`src/rtl/aes_inv_cipher_pkg.sv`:
```
// Shared definitions for the AES-128 inverse cipher: FSM encoding, block type,
// inverse S-box and GF(2^8) helpers. Optional feature macro: AES_INV_CIPHER_ABORT_EN.
package aes_pkg;

  localparam int AES_NR = 10;

  typedef enum logic [1:0] {
    IDLE = 2'd0,
    RUN  = 2'd1,
    LAST = 2'd2
  } fsm_e;

  // Block as [column][byte]; byte 3 of a column is row 0 (bits [31:24] of the bus word)
  typedef logic [3:0][3:0][7:0] block_t;

  localparam logic [0:255][7:0] INV_SBOX = {
    128'h52096ad53036a538bf40a39e81f3d7fb,
    128'h7ce339829b2fff87348e4344c4dee9cb,
    128'h547b9432a6c2233dee4c950b42fac34e,
    128'h082ea16628d924b2765ba2496d8bd125,
    128'h72f8f66486689816d4a45ccc5d65b692,
    128'h6c704850fdedb9da5e154657a78d9d84,
    128'h90d8ab008cbcd30af7e45805b8b34506,
    128'hd02c1e8fca3f0f02c1afbd0301138a6b,
    128'h3a9111414f67dcea97f2cfcef0b4e673,
    128'h96ac7422e7ad3585e2f937e81c75df6e,
    128'h47f11a711d29c5896fb7620eaa18be1b,
    128'hfc563e4bc6d279209adbc0fe78cd5af4,
    128'h1fdda8338807c731b11210592780ec5f,
    128'h60517fa919b54a0d2de57a9f93c99cef,
    128'ha0e03b4dae2af5b0c8ebbb3c83539961,
    128'h172b047eba77d626e169146355210c7d
  };

  function automatic logic [7:0] inv_sbox(input logic [7:0] b);
    return INV_SBOX[b];
  endfunction

  // Multiply by x modulo x^8+x^4+x^3+x+1
  function automatic logic [7:0] gf_mul2(input logic [7:0] a);
    return {a[6:0], 1'b0} ^ (a[7] ? 8'h1b : 8'h00);
  endfunction

  function automatic logic [7:0] gf_mul(input logic [7:0] a, input logic [7:0] b);
    logic [7:0] acc;
    logic [7:0] p;
    acc = 8'h00;
    p   = a;
    for (int i = 0; i < 8; i++) begin
      if (b[i]) acc = acc ^ p;
      p = gf_mul2(p);
    end
    return acc;
  endfunction

endpackage

```
`src/rtl/aes_inv_cipher_if.sv`:
```
// Bus between the inverse cipher core and its surroundings (ciphertext source,
// key-schedule lookup, plaintext sink). abort_in exists only with AES_INV_CIPHER_ABORT_EN.
interface aes_inv_cipher_if #(parameter int KEY_IDX_W = 4);

  logic                 start_in;
  logic [31:0]          ciphertext0_in;
  logic [31:0]          ciphertext1_in;
  logic [31:0]          ciphertext2_in;
  logic [31:0]          ciphertext3_in;
  logic [KEY_IDX_W-1:0] rkey_idx_out;
  logic [31:0]          rkey0_in;
  logic [31:0]          rkey1_in;
  logic [31:0]          rkey2_in;
  logic [31:0]          rkey3_in;
  logic [31:0]          plaintext0_out;
  logic [31:0]          plaintext1_out;
  logic [31:0]          plaintext2_out;
  logic [31:0]          plaintext3_out;
  logic                 valid_out;
  logic                 busy_out;
`ifdef AES_INV_CIPHER_ABORT_EN
  logic                 abort_in;

  modport master (
    output start_in, ciphertext0_in, ciphertext1_in, ciphertext2_in, ciphertext3_in,
    output rkey0_in, rkey1_in, rkey2_in, rkey3_in, abort_in,
    input  rkey_idx_out, plaintext0_out, plaintext1_out, plaintext2_out, plaintext3_out,
    input  valid_out, busy_out
  );

  modport slave (
    input  start_in, ciphertext0_in, ciphertext1_in, ciphertext2_in, ciphertext3_in,
    input  rkey0_in, rkey1_in, rkey2_in, rkey3_in, abort_in,
    output rkey_idx_out, plaintext0_out, plaintext1_out, plaintext2_out, plaintext3_out,
    output valid_out, busy_out
  );
`else
  modport master (
    output start_in, ciphertext0_in, ciphertext1_in, ciphertext2_in, ciphertext3_in,
    output rkey0_in, rkey1_in, rkey2_in, rkey3_in,
    input  rkey_idx_out, plaintext0_out, plaintext1_out, plaintext2_out, plaintext3_out,
    input  valid_out, busy_out
  );

  modport slave (
    input  start_in, ciphertext0_in, ciphertext1_in, ciphertext2_in, ciphertext3_in,
    input  rkey0_in, rkey1_in, rkey2_in, rkey3_in,
    output rkey_idx_out, plaintext0_out, plaintext1_out, plaintext2_out, plaintext3_out,
    output valid_out, busy_out
  );
`endif

endinterface

```
`src/rtl/aes_inv_cipher_round.sv`:
```
// One combinational inverse round: InvShiftRows -> InvSubBytes -> AddRoundKey,
// then InvMixColumns when mix_en_i is set (the final round bypasses it).
module aes_inv_round
  import aes_pkg::*;
(
  input  block_t state_i,
  input  block_t rkey_i,
  input  logic   mix_en_i,
  output block_t state_o
);

  block_t subbed;
  block_t keyed;
  block_t mixed;

  // Row r rotates right by r columns; every byte then goes through the inverse S-box
  always_comb begin
    subbed = '0;
    for (int c = 0; c < 4; c++) begin
      for (int r = 0; r < 4; r++) begin
        subbed[2'(c)][2'(3 - r)] = inv_sbox(state_i[2'(c - r)][2'(3 - r)]);
      end
    end
  end

  assign keyed = subbed ^ rkey_i;

  // Column-wise multiply by the inverse MixColumns matrix (0e 0b 0d 09 circulant)
  always_comb begin
    mixed = '0;
    for (int c = 0; c < 4; c++) begin
      mixed[2'(c)][3] = gf_mul(keyed[2'(c)][3], 8'h0e) ^ gf_mul(keyed[2'(c)][2], 8'h0b) ^
                        gf_mul(keyed[2'(c)][1], 8'h0d) ^ gf_mul(keyed[2'(c)][0], 8'h09);
      mixed[2'(c)][2] = gf_mul(keyed[2'(c)][3], 8'h09) ^ gf_mul(keyed[2'(c)][2], 8'h0e) ^
                        gf_mul(keyed[2'(c)][1], 8'h0b) ^ gf_mul(keyed[2'(c)][0], 8'h0d);
      mixed[2'(c)][1] = gf_mul(keyed[2'(c)][3], 8'h0d) ^ gf_mul(keyed[2'(c)][2], 8'h09) ^
                        gf_mul(keyed[2'(c)][1], 8'h0e) ^ gf_mul(keyed[2'(c)][0], 8'h0b);
      mixed[2'(c)][0] = gf_mul(keyed[2'(c)][3], 8'h0b) ^ gf_mul(keyed[2'(c)][2], 8'h0d) ^
                        gf_mul(keyed[2'(c)][1], 8'h09) ^ gf_mul(keyed[2'(c)][0], 8'h0e);
    end
  end

  assign state_o = mix_en_i ? mixed : keyed;

endmodule

```
`src/rtl/aes_inv_cipher.sv`:
```
// AES-128 inverse cipher core, one inverse round per clock, round keys fetched
// last-first through the rkey_idx_out lookup. Optional macro AES_INV_CIPHER_ABORT_EN
// adds abort_in to cancel a running decryption.
module aes_inv_cipher
  import aes_pkg::*;
#(
  parameter int NR        = AES_NR,
  parameter int KEY_IDX_W = 4
) (
  input logic              CLK,
  input logic              RST,
  aes_inv_cipher_if.slave  bus
);

  fsm_e                 fsm_q, fsm_d;
  logic [KEY_IDX_W-1:0] roundCnt_q;
  block_t               aesState_q;
  block_t               pt_q;
  logic                 valid_q;

  block_t               ctIn;
  block_t               rkeyIn;
  block_t               roundOut;
  logic [KEY_IDX_W-1:0] rkeyIdx;
  logic                 busy;
  logic                 mixEn;
  logic                 abortHit;

  assign ctIn   = {bus.ciphertext3_in, bus.ciphertext2_in, bus.ciphertext1_in, bus.ciphertext0_in};
  assign rkeyIn = {bus.rkey3_in, bus.rkey2_in, bus.rkey1_in, bus.rkey0_in};

`ifdef AES_INV_CIPHER_ABORT_EN
  assign abortHit = bus.abort_in && (fsm_q != IDLE);
`else
  assign abortHit = 1'b0;
`endif

  aes_inv_round u_round (
    .state_i  (aesState_q),
    .rkey_i   (rkeyIn),
    .mix_en_i (mixEn),
    .state_o  (roundOut)
  );

  // FSM state register
  always_ff @(posedge CLK or negedge RST) begin
    if (!RST) fsm_q <= IDLE;
    else      fsm_q <= fsm_d;
  end

  // Next state: abort wins over every transition out of RUN/LAST
  always_comb begin
    fsm_d = fsm_q;
    unique case (fsm_q)
      IDLE: if (bus.start_in) fsm_d = RUN;
      RUN: begin
        if (abortHit)                              fsm_d = IDLE;
        else if (roundCnt_q == KEY_IDX_W'(1))      fsm_d = LAST;
      end
      LAST:    fsm_d = IDLE;
      default: fsm_d = IDLE;
    endcase
  end

  // Per-state outputs: key index to look up, round mode, busy flag
  always_comb begin
    rkeyIdx = KEY_IDX_W'(NR);
    mixEn   = 1'b0;
    busy    = 1'b0;
    unique case (fsm_q)
      IDLE: rkeyIdx = KEY_IDX_W'(NR);
      RUN: begin
        rkeyIdx = roundCnt_q;
        mixEn   = 1'b1;
        busy    = 1'b1;
      end
      LAST: begin
        rkeyIdx = '0;
        busy    = 1'b1;
      end
      default: rkeyIdx = KEY_IDX_W'(NR);
    endcase
  end

  // Datapath: initial key whitening on start, one round per RUN cycle, result capture in LAST
  always_ff @(posedge CLK or negedge RST) begin
    if (!RST) begin
      aesState_q <= '0;
      roundCnt_q <= '0;
      pt_q       <= '0;
      valid_q    <= 1'b0;
    end else begin
      valid_q <= (fsm_q == LAST) && !abortHit;
      unique case (fsm_q)
        IDLE: begin
          if (bus.start_in) begin
            aesState_q <= ctIn ^ rkeyIn;
            roundCnt_q <= KEY_IDX_W'(NR - 1);
          end
        end
        RUN: begin
          if (abortHit) begin
            roundCnt_q <= '0;
          end else begin
            aesState_q <= roundOut;
            roundCnt_q <= roundCnt_q - 1'b1;
          end
        end
        LAST: begin
          if (abortHit) roundCnt_q <= '0;
          else          pt_q       <= roundOut;
        end
        default: ;
      endcase
    end
  end

  assign bus.rkey_idx_out   = rkeyIdx;
  assign bus.busy_out       = busy;
  assign bus.valid_out      = valid_q;
  assign bus.plaintext0_out = pt_q[0];
  assign bus.plaintext1_out = pt_q[1];
  assign bus.plaintext2_out = pt_q[2];
  assign bus.plaintext3_out = pt_q[3];

endmodule
```
`src/flat_wrapper.sv`:
```
// flat-port wrapper written by rule: the top's interface ports become plain ports
module aes_inv_cipher_flat import aes_pkg::*;
#(
  parameter int NR        = AES_NR,
  parameter int KEY_IDX_W = 4
)
  (CLK, RST, bus_start_in, bus_ciphertext0_in, bus_ciphertext1_in, bus_ciphertext2_in, bus_ciphertext3_in, bus_rkey0_in, bus_rkey1_in, bus_rkey2_in, bus_rkey3_in, bus_rkey_idx_out, bus_plaintext0_out, bus_plaintext1_out, bus_plaintext2_out, bus_plaintext3_out, bus_valid_out, bus_busy_out);
  aes_inv_cipher_if #(.KEY_IDX_W(KEY_IDX_W)) bus_i ();
  input logic CLK;
  input logic RST;
  input wire logic [$bits(bus_i.start_in)-1:0] bus_start_in;
  input wire logic [$bits(bus_i.ciphertext0_in)-1:0] bus_ciphertext0_in;
  input wire logic [$bits(bus_i.ciphertext1_in)-1:0] bus_ciphertext1_in;
  input wire logic [$bits(bus_i.ciphertext2_in)-1:0] bus_ciphertext2_in;
  input wire logic [$bits(bus_i.ciphertext3_in)-1:0] bus_ciphertext3_in;
  input wire logic [$bits(bus_i.rkey0_in)-1:0] bus_rkey0_in;
  input wire logic [$bits(bus_i.rkey1_in)-1:0] bus_rkey1_in;
  input wire logic [$bits(bus_i.rkey2_in)-1:0] bus_rkey2_in;
  input wire logic [$bits(bus_i.rkey3_in)-1:0] bus_rkey3_in;
  output wire logic [$bits(bus_i.rkey_idx_out)-1:0] bus_rkey_idx_out;
  output wire logic [$bits(bus_i.plaintext0_out)-1:0] bus_plaintext0_out;
  output wire logic [$bits(bus_i.plaintext1_out)-1:0] bus_plaintext1_out;
  output wire logic [$bits(bus_i.plaintext2_out)-1:0] bus_plaintext2_out;
  output wire logic [$bits(bus_i.plaintext3_out)-1:0] bus_plaintext3_out;
  output wire logic [$bits(bus_i.valid_out)-1:0] bus_valid_out;
  output wire logic [$bits(bus_i.busy_out)-1:0] bus_busy_out;
  assign bus_i.start_in = bus_start_in;
  assign bus_i.ciphertext0_in = bus_ciphertext0_in;
  assign bus_i.ciphertext1_in = bus_ciphertext1_in;
  assign bus_i.ciphertext2_in = bus_ciphertext2_in;
  assign bus_i.ciphertext3_in = bus_ciphertext3_in;
  assign bus_i.rkey0_in = bus_rkey0_in;
  assign bus_i.rkey1_in = bus_rkey1_in;
  assign bus_i.rkey2_in = bus_rkey2_in;
  assign bus_i.rkey3_in = bus_rkey3_in;
  assign bus_rkey_idx_out = bus_i.rkey_idx_out;
  assign bus_plaintext0_out = bus_i.plaintext0_out;
  assign bus_plaintext1_out = bus_i.plaintext1_out;
  assign bus_plaintext2_out = bus_i.plaintext2_out;
  assign bus_plaintext3_out = bus_i.plaintext3_out;
  assign bus_valid_out = bus_i.valid_out;
  assign bus_busy_out = bus_i.busy_out;
  aes_inv_cipher #(.NR(NR), .KEY_IDX_W(KEY_IDX_W)) u_core (.CLK(CLK), .RST(RST), .bus(bus_i));
endmodule
```
`config.mk`:
```
export PLATFORM = sky130hd
export DESIGN_NAME = aes_inv_cipher_flat
export DESIGN_NICKNAME = d
export VERILOG_FILES = /design/src/rtl/aes_inv_cipher_pkg.sv /design/src/rtl/aes_inv_cipher_if.sv /design/src/rtl/aes_inv_cipher_round.sv /design/src/rtl/aes_inv_cipher.sv /design/src/flat_wrapper.sv
export SDC_FILE = /design/constraint.sdc
export NUM_CORES = 1
export LEC_CHECK = 0
export ABC_CLOCK_PERIOD_IN_PS = 7450
export BUFFER_PORTS_ARGS = -buffer_cell sky130_fd_sc_hd__buf_2
export CAP_MARGIN = 25
export CORE_MARGIN = 1.5
export CORE_UTILIZATION = 45
export CTS_CLUSTER_SIZE = 10
export DETAILED_ROUTE_END_ITERATION = 7
export PLACE_DENSITY = 0.79
export SLEW_MARGIN = 20
export SYNTH_ARGS = -nofsm -noshare
export SYNTH_HDL_FRONTEND = slang
export SYNTH_SLANG_ARGS = --single-unit
```
`constraint.sdc`:
```
create_clock -name CLK -period 7.45 [get_ports CLK]
set_input_delay 1.1175 -clock CLK [delete_from_list [all_inputs] [get_ports CLK]]
set_output_delay 1.1175 -clock CLK [all_outputs]
set_load 0.005 [all_outputs]
```
==> Yosys cells after proc, flatten, opt, wreduce, memory -nomap -nowiden <==
Memories as Yosys holds them, arrays and structs flattened.
Cells that the tools add are included.
{ "op_classes": {"magnitude_cmp": 1, "n_mux": 37, "n_eq_ne": 5, "n_reduce_logical": 5, "add_sub_neg": 1, "n_bitwise": 107} }
{ "op_table": {"columns": ["operator", "count"], "rows": [
  ["XOR 8 bit", 83],
  ["XOR 8 x 5 -> 8 bit", 21],
  ["2-to-1 mux 128 bit", 1],
  ["XOR 48 x 128 -> 128 bit", 1],
  ["2-to-1 mux 5 bit", 24],
  ["one-hot mux 40 bit (2 select lines)", 1],
  ["2-to-1 mux 40 bit", 1],
  ["XOR 40 bit", 1],
  ["2-to-1 mux 8 bit", 2],
  ["one-hot mux 4 bit (2 select lines)", 2],
  [">= comparator 9 bit (second input constant)", 1],
  ["inverter 8 -> 9 bit", 1],
  ["equality test 4 x 1 -> 1 bit (second input constant)", 1],
  ["2-to-1 mux 2 bit", 2],
  ["2-to-1 mux 4 bit", 1],
  ["one-hot mux 2 bit (2 select lines)", 1],
  ["AND reduction 2 bit", 2],
  ["subtractor 4 x 1 -> 4 bit (second input constant)", 1],
  ["equality test 2 x 1 -> 1 bit (second input constant)", 1],
  ["equality test 2 bit (second input constant)", 1],
  ["zero test 2 bit", 1],
  ["2-to-1 mux 1 bit", 2],
  ["inequality test 2 x 1 -> 1 bit (second input constant)", 1],
  ["inequality test 2 bit (second input constant)", 1],
  ["other kinds (2)", 2]
]} }
{ "word_totals": {"mem_count": 1, "ff_bits": 143, "out_inout_bits": 134, "input_bits": 259, "elab_cells": 177, "romBits": 2048} }
{ "memory_table": {"columns": ["memory", "depth", "word_bits", "rd", "rd_ports_with_merged_regs", "wr", "line", "source"], "rows": [
  ["(no name shown)", 256, 8, 1, 0, 0, "aes_inv_cipher_pkg.sv:36", "return INV_SBOX[b];"]
]} }

==> Longest topological paths before layout <==
Gate-level depths: netlist of the first run.
{ "logic_depth": {"word_depth": 17, "mapped_depth": 17, "depth_no_buf": 12} }

==> Modules after synthesis <==
Synthesis of the first run repeated with hierarchy kept, for this count alone.
{ "unflattened": {"hier_cells": 2149, "area_unflattened_um2": 19571.3} }
{ "by_module_without_submodules": {"columns": ["module", "seq_area_each_um2", "area_per_inst_um2", "n_inst", "cells_each"], "rows": [
  ["aes_inv_cipher", 6581.3, 12024.0, 1, 1138],
  ["aes_inv_round", 0.0, 7547.2, 1, 1011]
]} }

==> Worst setup path before layout of the first run <==
Ideal clock, no wire load.
{ "synth_timing": {"path_kind": "reg-to-reg", "from": "register u_core.aesState_q[34] in the netlist's numbering", "to": "register u_core.pt_q, in the netlist u_core.bus.plaintext0_out[10]", "required_time_ns": 7.329, "arrival_time_ns": 3.940, "setup_slack_ns": 3.389, "period_less_slack_ns": 4.061, "path_buffers": 5, "setup_ns": 0.121, "path_stages_with_launch": 18, "cell_sequence": "dfrtp_1 > buf_6 > buf_6 > inv_2 > buf_2 > buf_2 > buf_4 > ha_1 > nor3b_1 > a211oi_1 > a211oi_1 > o21ai_2 > o221ai_4 > xnor3_2 > xnor3_2 > xnor2_2 > xnor3_1 > a22o_1"} }
{ "synth_via": {"elab_chain_len": 12, "word_cells_on_any_way": 14, "classes_between": "mux: 5; bitwise: 8; memory: 1"} }
{ "synth_rtl": {"columns": ["item", "line", "source"], "rows": [
  ["from (decl)", "aes_inv_cipher.sv:17", "block_t aesState_q;"],
  ["from (signal assigned)", "aes_inv_cipher.sv:97", "aesState_q <= ctIn ^ rkeyIn;"],
  ["from (signal assigned)", "aes_inv_cipher.sv:105", "aesState_q <= roundOut;"],
  ["inverter 8 -> 9 bit (implied by the code) (*)", "aes_inv_cipher_pkg.sv:36", null],
  ["memory read (256 x 8 bit) (*)", null, null],
  ["2-to-1 mux 8 bit (implied by the code) (*) (2 in series)", "aes_inv_cipher_pkg.sv:36", null],
  ["XOR 48 x 128 -> 128 bit (*)", "aes_inv_cipher_round.sv:26", "assign keyed = subbed ^ rkey_i;"],
  ["2-to-1 mux 5 bit / XOR 8 x 5 -> 8 bit (equally long branches)", "aes_inv_cipher_pkg.sv:41", "return {a[6:0], 1'b0} ^ (a[7] ? 8'h1b : 8'h00);"],
  ["XOR 8 x 5 -> 8 bit / 2-to-1 mux 5 bit (equally long branches)", "aes_inv_cipher_pkg.sv:41", null],
  ["XOR 8 x 5 -> 8 bit (2 in series)", "aes_inv_cipher_pkg.sv:41", null],
  ["XOR 8 bit (*)", "aes_inv_cipher_pkg.sv:50", "if (b[i]) acc = acc ^ p;"],
  ["XOR 8 bit (*)", "aes_inv_cipher_round.sv:37", "gf_mul(keyed[2'(c)][1], 8'h0e) ^ gf_mul(keyed[2'(c)][0], 8'h0b);"],
  ["2-to-1 mux 128 bit (*)", "aes_inv_cipher_round.sv:43", "assign state_o = mix_en_i ? mixed : keyed;"],
  ["to (signal assigned)", "aes_inv_cipher.sv:111", "else pt_q <= roundOut;"],
  ["to (decl)", "aes_inv_cipher.sv:18", "block_t pt_q;"]
]} }
Every way passes the cells marked *; elsewhere a longest branch is shown, timed or not. The select of a mux whose other input is x is not followed.
A chain may end at the register's enable or synchronous reset.

==> Worst setup path after layout of the first run <==
{ "layout_timing": {"from": "register u_core.aesState_q[33] in the netlist's numbering", "to": "register u_core.pt_q, in the netlist u_core.bus.plaintext0_out[2]"} }
{ "layout_via": {"elab_chain_len": 12, "word_cells_on_any_way": 14, "classes_between": "mux: 5; bitwise: 8; memory: 1"} }
{ "layout_rtl": {"columns": ["item", "line", "source"], "rows": [
  ["inverter 8 -> 9 bit (implied by the code) (*)", "aes_inv_cipher_pkg.sv:36", null],
  ["memory read (256 x 8 bit) (*)", null, null],
  ["2-to-1 mux 8 bit (implied by the code) (*) (2 in series)", "aes_inv_cipher_pkg.sv:36", null],
  ["XOR 48 x 128 -> 128 bit (*)", "aes_inv_cipher_round.sv:26", null],
  ["2-to-1 mux 5 bit / XOR 8 x 5 -> 8 bit (equally long branches)", "aes_inv_cipher_pkg.sv:41", null],
  ["XOR 8 x 5 -> 8 bit / 2-to-1 mux 5 bit (equally long branches)", "aes_inv_cipher_pkg.sv:41", null],
  ["XOR 8 x 5 -> 8 bit", "aes_inv_cipher_pkg.sv:41", null],
  ["XOR 8 bit / XOR 8 x 5 -> 8 bit (equally long branches)", "aes_inv_cipher_pkg.sv:50, aes_inv_cipher_pkg.sv:41", null],
  ["XOR 8 bit", "aes_inv_cipher_pkg.sv:50", null],
  ["XOR 8 bit", "aes_inv_cipher_round.sv:39", "gf_mul(keyed[2'(c)][1], 8'h09) ^ gf_mul(keyed[2'(c)][0], 8'h0e);"],
  ["2-to-1 mux 128 bit (*)", "aes_inv_cipher_round.sv:43", null]
]} }
Marks and branches as above.

==> impl_metrics.ini, run 1 <==
[synth]
yosysWarnings = 0
ys_seq_area_frac = 0.296
ys_ff_latch = 143
avgSynthCellArea_sq_um = 9.38
synthCells = 1288
synth_compound_area_frac = 0.252
synth_nets = 1570
synthArstFlopShare = 1.00
synth_edf_count = 0
synth_top_family_by_area = compound AO/OA/AOI/OAI gates
synthXorXnorAreaFrac = 0.216
synthSimpleGateAreaFrac = 0.123
synth.area.mux_share = 0.0304
ys_types = 90
synth_flop_cell = dfrtp_1
syn_area_sq_um = 12100
synthAdderAreaFrac = 0.0238

[routing]
routed_wl_microns = 42900
dr.pass1.iters = 7
first_iter_violations = 1289
drcViolationCount = 0
wl_per_cell_microns = 23.9
ant_nets = 0
vias = 11400
vias_per_cell = 6.31

[cts]
cts_made_buffers = 17
ctsHtreeMaxLevel = 4
hold_buffers = 0
cts-root-buf = clkbuf_16
cts_setup_buffers = 0
insertion_delay_ns = 0.45
cts.repair.resized = 0
cts_tree = yes
cts_buffer_depth = 2
clk_pin_slew_ns = 0.08
cts_sinks = 143

[timing]
timing_worst_slew_pin_value_ns = 0.954
report.final.setup_viol = 0
holdWs_ns = 0.475
setup_slack_ns = 1.94
tns_ns = 0
fin_crit_sh = 0.740
grt_setup_unrepaired = false
slew_headroom = 0.364
fin_crit_ns = 5.51
fmax_mhz = 181
finClkSkew_ns = 0.0203
hold_violations = 0
finalMaxSlewViolations = 0

[layout]
diodes = 0
fin_nets = 1733
drive_above_1_share = 0.247
final_cell_mix = buf_2, dfrtp_1, xnor2_1
syn2layout_area_growth_pct = 15.3
utilization = 0.532
final_common_cell = buf_2

[die]
core_sq_um = 26200
die_area_sq_um = 27800
die_h_microns = 167
fp-row-count = 59
start_util = 0.461
ios = 393
die_w_microns = 167

[outcome]
outcome = finished clean

[setup_path]
crit_fanout = 21
reg2reg_depth = 12
critical_path_required_ns = 7.77
cp.arrival_ns = 5.83
worst_setup_path_start_kind = flop
critPathCaptureType = flop
criticalPathCategory = flop to flop

[pwr]
p_per_area_nw_per_um2 = 700
ir_drop_mv = 0.377
leakagePower_nw = 6.25

[global_routing]
antenna_found_initial = 0
grt_usage = 0.304
gr-total-overflow = 0
grt_max_degree = 90
grt_pass1_vias = 10900
grt_pass1_wl_microns = 65800

[place]
hpwl_microns = 30100
port_buffers = 256
preCtsSetupSlack_ns = 2.18
place.gp.congestion = 1.00

[run]
drv_cap = 0

[hold_path]
hold_class = flop to flop
whs_path_depth = 1
[cell usage after synthesis, types with 19 or more instances]
| cell | instances | area [sq um] |
|---|---|---|
| a211oi_1 | 19 | 143 |
| a21o_1 | 22 | 165 |
| a21oi_1 | 69 | 345 |
| a22o_1 | 75 | 657 |
| buf_2 | 29 | 145 |
| clkbuf_1 | 76 | 285 |
| dfrtp_1 | 143 | 3580 |
| ha_1 | 23 | 288 |
| mux2i_1 | 21 | 210 |
| nand2_1 | 73 | 274 |
| nand2b_1 | 32 | 200 |
| nand3_1 | 20 | 100 |
| nor2_1 | 63 | 236 |
| nor2b_1 | 22 | 138 |
| nor3_1 | 23 | 115 |
| o21ai_0 | 60 | 300 |
| xnor2_1 | 131 | 1150 |
| xor2_1 | 68 | 596 |
[sequential cells by signal, summed over array words and instances, names as in the netlist]
name                       count
u_core.bus.plaintext1_out     32
u_core.bus.plaintext3_out     32
u_core.bus.plaintext2_out     32
u_core.aesState_q              8
u_core.fsm_q                   2
u_core.roundCnt_q              4
u_core.bus.valid_out           1
u_core.bus.plaintext0_out     32
[area by class of cell]
cell class / instances / area [sq um]
Fill cell: 2312 / 12300
Multi-Input combinational cell: 995 / 7820
Sequential cell: 143 / 3590
Timing Repair Buffer: 273 / 1420
Clock buffer: 17 / 425
Tap cell: 335 / 419
Clock inverter: 15 / 190
Inverter: 21 / 80.1
[routing by layer]
metal	part of all wire	vias to the layer above	GRT usage
met1	0.40	5470	0.407
li1	-	5004	-
met5	0	-	0
met4	0.045	0	0.150
met2	0.45	745	0.471
met3	0.095	134	0.0585
[cell families after synthesis]
group           count (synthesis)
compound gates                409
mux                            30
xor+xnor                      238
simple gates                  295
buf+inv                       150
fa+ha+maj                      23
flops                         143
[metrics by stage]
| stage | instances | cell area, sq um | power (mW) |
|---|---|---|---|
| finish | 1799 | 13900 | 9.75 |
| CTS | 1799 | 13900 | 9.61 |
| floorplan | 1288 | 12100 | 6.85 |
| detailed placement | 1767 | 13300 | 8.61 |
| global route | 1799 | 13900 | 10.3 |
| global placement | 1766 | 13300 | 8.50 |
[final timing paths]
path                                                      end  slack [ns]                     startpoint
worst max-delay path             u_core.bus.plaintext0_out[2]        1.94          u_core.aesState_q[33]
min in group asynchronous        u_core.bus.plaintext2_out[9]        0.71                            RST
worst min register to register  u_core.bus.plaintext0_out[24]        0.47  u_core.bus.plaintext0_out[24]
max in group asynchronous               u_core.aesState_q[34]        5.38                            RST
worst min-delay path            u_core.bus.plaintext0_out[24]        0.47  u_core.bus.plaintext0_out[24]
worst max register to register   u_core.bus.plaintext0_out[2]        1.94          u_core.aesState_q[33]
[power by group]
| part | leakage [nW] | internal (mW) | switching, mW |
|---|---|---|---|
| clock network | 0.301 | 0.486 | 0.415 |
| logic | 4.17 | 3.40 | 3.94 |
| registers | 1.78 | 1.13 | 0.375 |
| total | 6.25 | 5.02 | 4.73 |
[worst max-delay path: stages (launching register included)]
cell	delay [ns]
dfrtp_1	0.86
inv_2	0.32
ha_1	1.01
nand2b_1	0.41
a311o_1	0.41
a211oi_1	0.51
nor4b_1	0.14
a211oi_2	0.41
xnor2_4	0.20
xnor2_2	0.34
xnor3_1	0.48
a21oi_1	0.20
nor2_1	0.07
Power figures use the tool's default switching activity.
==> run 2, diff against run 1 <==
--- a/config.mk
+++ b/config.mk
@@ -5,7 +5,7 @@
 export SDC_FILE = /design/constraint.sdc
 export NUM_CORES = 1
 export LEC_CHECK = 0
-export ABC_CLOCK_PERIOD_IN_PS = 7450
+export ABC_CLOCK_PERIOD_IN_PS = 5150
 export BUFFER_PORTS_ARGS = -buffer_cell sky130_fd_sc_hd__buf_2
 export CAP_MARGIN = 25
 export CORE_MARGIN = 1.5
==> constraint.sdc (replaced) <==
create_clock -name CLK -period 5.15 [get_ports CLK]
set_input_delay 0.7725 -clock CLK [delete_from_list [all_inputs] [get_ports CLK]]
set_output_delay 0.7725 -clock CLK [all_outputs]
set_load 0.005 [all_outputs]
==> run 2 against run 1 <==
Against the previous run: register-to-register slack got worse by 1.5 ns; clock-buffer cell count did not move; global-route usage rose by 0.83 points; non-clock buffer count rose by 29; fmax rose by 16%; sequential power rose by 40%; clock skew rose by 0.0070 ns.
==> impl_metrics.ini, run 2 (synthesis gave the netlist of run 1 again) <==
[outcome]
outcome = finished clean

[die]
die_h_microns = 167
fp-row-count = 59
ios = 393
core_sq_um = 26200
start_util = 0.461
die_area_sq_um = 27800
die_w_microns = 167

[cts]
cts_setup_buffers = 0
insertion_delay_ns = 0.45
cts-root-buf = clkbuf_16
hold_buffers = 0
clk_pin_slew_ns = 0.08
cts_made_buffers = 17
cts.repair.resized = 0
ctsHtreeMaxLevel = 4
cts_buffer_depth = 2
cts_tree = yes
cts_sinks = 143

[global_routing]
gr-total-overflow = 0
grt_pass1_vias = 11200
grt_pass1_wl_microns = 67400
grt_max_degree = 106
antenna_found_initial = 1
grt_usage = 0.312

[layout]
syn2layout_area_growth_pct = 17.5
fin_nets = 1762
drive_above_1_share = 0.262
final_cell_mix = buf_2, dfrtp_1, xnor2_1
final-instance-count-excl-fill = 1829
final_common_cell = buf_2
n_fill_cell = 2314

[setup_path]
critPathCaptureType = flop
path_delay_family = compound AO/OA/AOI/OAI gates
critical_path_buf_inv_count = 1
critical_path_required_ns = 5.44
cp_slowest_cell = ha_1
criticalPathCategory = flop to flop
path_cells = inv_2, ha_1, nor2b_1, o21ba_2, o41ai_1, a31oi_1, o21ai_2, xor2_4, xnor3_2, xnor3_1, mux2i_1, a21oi_1
critPathMaxStageDelay_ns = 0.65
reg2reg_depth = 12
worst_setup_path_start_kind = flop
cp.arrival_ns = 5.05
crit_cells = 12
crit_fanout = 12

[place]
preCtsSetupSlack_ns = 0.606
hpwl_microns = 31300
place.gp.congestion = 0.997
port_buffers = 256
dp.cells = 1794

[routing]
vias_per_cell = 6.36
first_iter_violations = 1515
vias = 11600
drcViolationCount = 0
ant_nets = 0
routed_wl_microns = 43900
wl_per_cell_microns = 24.0
dr.pass1.iters = 6

[timing]
fmax_mhz = 210
fin_crit_ns = 4.76
report.final.setup_viol = 0
slew_headroom = 0.361
grt_setup_unrepaired = false
hold_violations = 0
finClkSkew_ns = 0.0272
finalMaxSlewViolations = 0
timing_worst_slew_pin_value_ns = 0.959
fin_crit_sh = 0.924
tns_ns = 0
setup_slack_ns = 0.390

[pwr]
ir_drop_mv = 0.608
p_per_area_nw_per_um2 = 1010
leakagePower_nw = 6.41

[hold_path]
hold_class = input port to async pin

[run]
drv_cap = 0
==> run 2: per-layer routing <==
layer	vias up	GRT usage	share of wire
met5	-	0	0
met4	0	0.158	0.052
met3	177	0.0670	0.10
met2	804	0.482	0.45
met1	5588	0.414	0.39
li1	5060	-	-
==> run 2: final timing paths <==
path                                                from                             to  slack [ns]
max                                u_core.aesState_q[33]   u_core.bus.plaintext0_out[6]        0.39
min                                                  RST  u_core.bus.plaintext0_out[31]        0.19
max reg2reg                        u_core.aesState_q[33]   u_core.bus.plaintext0_out[6]        0.39
min reg2reg                u_core.bus.plaintext0_out[24]  u_core.bus.plaintext0_out[24]        0.47
max in group asynchronous                            RST          u_core.aesState_q[35]        3.71
min in group CLK           u_core.bus.plaintext0_out[24]  u_core.bus.plaintext0_out[24]        0.47
==> run 2: layout make-up <==
type / instances / area [sq um] / share of cell area
antenna: 1 / 2.50 / 0.000176
tap: 335 / 419 / 0.0295
sequential: 143 / 3590 / 0.253
inverter: 21 / 80.1 / 0.00564
clock inverter: 15 / 185 / 0.0130
timing repair buffer: 302 / 1680 / 0.118
clock buffer: 17 / 425 / 0.0300
multi-input combinational: 995 / 7820 / 0.551
==> run 2: worst reg2reg max path: cells and delay by family (launching register included) <==
family	cells	cell delay, ns
AO/OA/AOI/OAI	5	1.46
buffers and inverters	1	0.24
flip-flops	1	0.54
multiplexers	1	0.22
adder cells (fa/ha/maj)	1	0.65
XOR/XNOR	3	1.27
AND/OR/NAND/NOR	1	0.22
==> run 2: stage by stage <==
stage	instance area, sq um	hold WS (ns)	total power, mW	util
3_3_place_gp	13500	0.459	12.6	0.516
3_5_place_dp	13500	0.464	12.7	0.516
2_1_floorplan	12100	0.473	9.91	-
5_1_grt	14200	0.199	15.1	0.542
6_report	14200	0.194	14.4	0.542
4_1_cts	14100	0.477	14.1	0.540
==> run 2: power by group <==
| part | switching (mW) | internal, mW |
|---|---|---|
| Sequential | 0.474 | 1.64 |
| Combinational | 5.90 | 5.11 |
| Clock | 0.626 | 0.663 |
==> run 3, diff against run 2 <==
--- a/config.mk
+++ b/config.mk
@@ -5,6 +5,7 @@
 export SDC_FILE = /design/constraint.sdc
 export NUM_CORES = 1
 export LEC_CHECK = 0
+export ABC_AREA = 1
 export ABC_CLOCK_PERIOD_IN_PS = 5150
 export BUFFER_PORTS_ARGS = -buffer_cell sky130_fd_sc_hd__buf_2
 export CAP_MARGIN = 25
==> run 3 against run 2 <==
Against the previous run: die area increased by 1.4%; worst hold slack got worse by 0.013 ns; routed wire length increased by 8.1%; critical path depth increased by 12; register-to-register slack improved by 0.80 ns; sequential power decreased by 9%; worst setup slack improved by 0.80 ns; clock-buffer cell count unchanged; via count increased by 10%; critical path type unchanged; critical endpoint is now u_core.bus.plaintext0_out[20]; largest power group unchanged.
==> impl_metrics.ini, run 3 <==
[outcome]
outcome = finished clean

[routing]
dr.pass1.iters = 6
wl_per_cell_microns = 21.4
ant_nets = 0
vias = 12800
drcViolationCount = 0
first_iter_violations = 1358
vias_per_cell = 5.79
routed_wl_microns = 47500

[cts]
cts_tree = yes
ctsHtreeMaxLevel = 4
insertion_delay_ns = 0.44
hold_buffers = 0
clk_pin_slew_ns = 0.08
cts.repair.resized = 0
cts_made_buffers = 17
cts-root-buf = clkbuf_16
cts_buffer_depth = 2
cts_sinks = 143
cts_setup_buffers = 0

[synth]
yosys-top-cells-area = dfrtp_1, nand2_1, xor2_1
avgSynthCellArea_sq_um = 7.36
yosysTopAreaCell = dfrtp_1
yosysMostFrequentCell = nand2_1
synthCells = 1666
synth_flop_cell = dfrtp_1
ys_ff_latch = 143
synth_commonest_cells = nand2_1, nand3_1, xor2_1
syn_area_sq_um = 12300
synth_edf_count = 0
synth_nets = 1948
ys_types = 47
ys_seq_area_frac = 0.292
yosysWarnings = 0
synth_top_area_frac = 0.292
synthArstFlopShare = 1.00

[layout]
final_cell_mix = nand2_1, nand3_1, buf_2
drive_above_1_share = 0.208
design_area_sq_um = 14300
final-instance-count-excl-fill = 2216
utilization = 0.531
final_common_cell = nand2_1
syn2layout_area_growth_pct = 16.4
fin_nets = 2142

[pwr]
fin_total_pwr_mw = 11.5
p_per_area_nw_per_um2 = 808
leakagePower_nw = 7.39
ir_drop_mv = 0.364

[timing]
holdWs_ns = 0.181
fin_crit_sh = 0.769
setup_slack_ns = 1.19
fin_crit_ns = 3.96
slew_headroom = 0.347
fmax_mhz = 253
finClkSkew_ns = 0.0203
grt_setup_unrepaired = false
timing_worst_slew_pin_value_ns = 0.980
hold_violations = 0
tns_ns = 0
report.final.setup_viol = 0
finalMaxSlewViolations = 0

[setup_path]
criticalPathCategory = flop to flop
worst_setup_path_start_kind = flop
path_delay_family = simple AND/OR/NAND/NOR gates
crit_fanout = 9
critical_path_buf_inv_count = 3
critPathMaxStageDelay_ns = 0.59
cp.arrival_ns = 4.27
path_cells = inv_2, buf_4, ha_1, nand2_1, nand3_1, nand2_1, nand2_1, nand2_1, nand2_1, nand3_1, nand3_1, nand2_1, nand2_1, nand2_1, buf_4, nand2_1, nand2_1, nand2_1, nand2_2, nand2_1, nand2_1, nand2_1, nand3_1, nand2_1
cp_slowest_cell = dfrtp_1
crit_path_frequent_cell = nand2_1
critPathCaptureType = flop
critical_path_required_ns = 5.46

[global_routing]
grt_pass1_vias = 12500
grt_max_degree = 112
gr-total-overflow = 0
antenna_found_initial = 2
grt_usage = 0.338
grt_pass1_wl_microns = 73300

[place]
preCtsSetupSlack_ns = 1.33
port_buffers = 256
place.gp.congestion = 1.01
hpwl_microns = 35000
dpl_cell_area_sq_um = 13600
dp.cells = 2180

[die]
die_area_sq_um = 28300
die_h_microns = 168
start_util = 0.456
die_w_microns = 168
fp-row-count = 60
ios = 393
core_sq_um = 26900

[hold_path]
hold_class = input port to async pin

[run]
drv_cap = 0
==> run 3: final timing paths <==
path,from,endpoint,slack [ns],cells after the start
min in group CLK,u_core.bus.plaintext0_out[13],u_core.bus.plaintext0_out[13],0.48,2
worst max register to register,u_core.aesState_q[33],u_core.bus.plaintext0_out[20],1.19,24
max in group asynchronous,RST,u_core.aesState_q[35],4.22,2
worst max-delay path,u_core.aesState_q[33],u_core.bus.plaintext0_out[20],1.19,24
worst min-delay path,RST,u_core.bus.plaintext2_out[12],0.18,1
worst min register to register,u_core.bus.plaintext0_out[13],u_core.bus.plaintext0_out[13],0.48,2
==> run 3: cell type report <==
cell class | instances | area [sq um]
Fill cell | 2566 | 12600
Timing Repair Buffer | 279 | 1500
Sequential cell | 143 | 3580
Tap cell | 341 | 427
Multi-Input combinational cell | 1324 | 7790
Inverter | 95 | 362
Clock buffer | 17 | 425
Antenna cell | 2 | 5.00
Clock inverter | 15 | 188
==> run 3: cells by family (layout without fill, tap and decap cells) <==
logic type | count (synthesis) | after routing | share of synthesized area
and+or+nand+nor | 826 | 826 | 0.302
xor gates and xnor gates | 246 | 246 | 0.183
adders and majority gates | 23 | 23 | 0.0235
buffers and inverters | 199 | 406 | 0.0740
other | 0 | 2 | 0
DFF | 143 | 143 | 0.292
AOI/OAI and AO/OA | 229 | 229 | 0.126
==> run 3: report_power, final <==
| part | internal [mW] | switching, mW | total [mW] |
|---|---|---|---|
| Clock | 0.663 | 0.631 | 1.29 |
| Sequential | 1.61 | 0.319 | 1.93 |
| Combinational | 2.74 | 5.56 | 8.30 |
| Total | 5.02 | 6.51 | 11.5 |
==> run 3: layer usage <==
metal  up-vias  part of all wire  track usage
li1       5907                 -            -
met1      6107              0.42        0.457
met2       704              0.45        0.528
met3       115             0.094       0.0736
met4         0             0.035        0.132
met5         -                 0            0
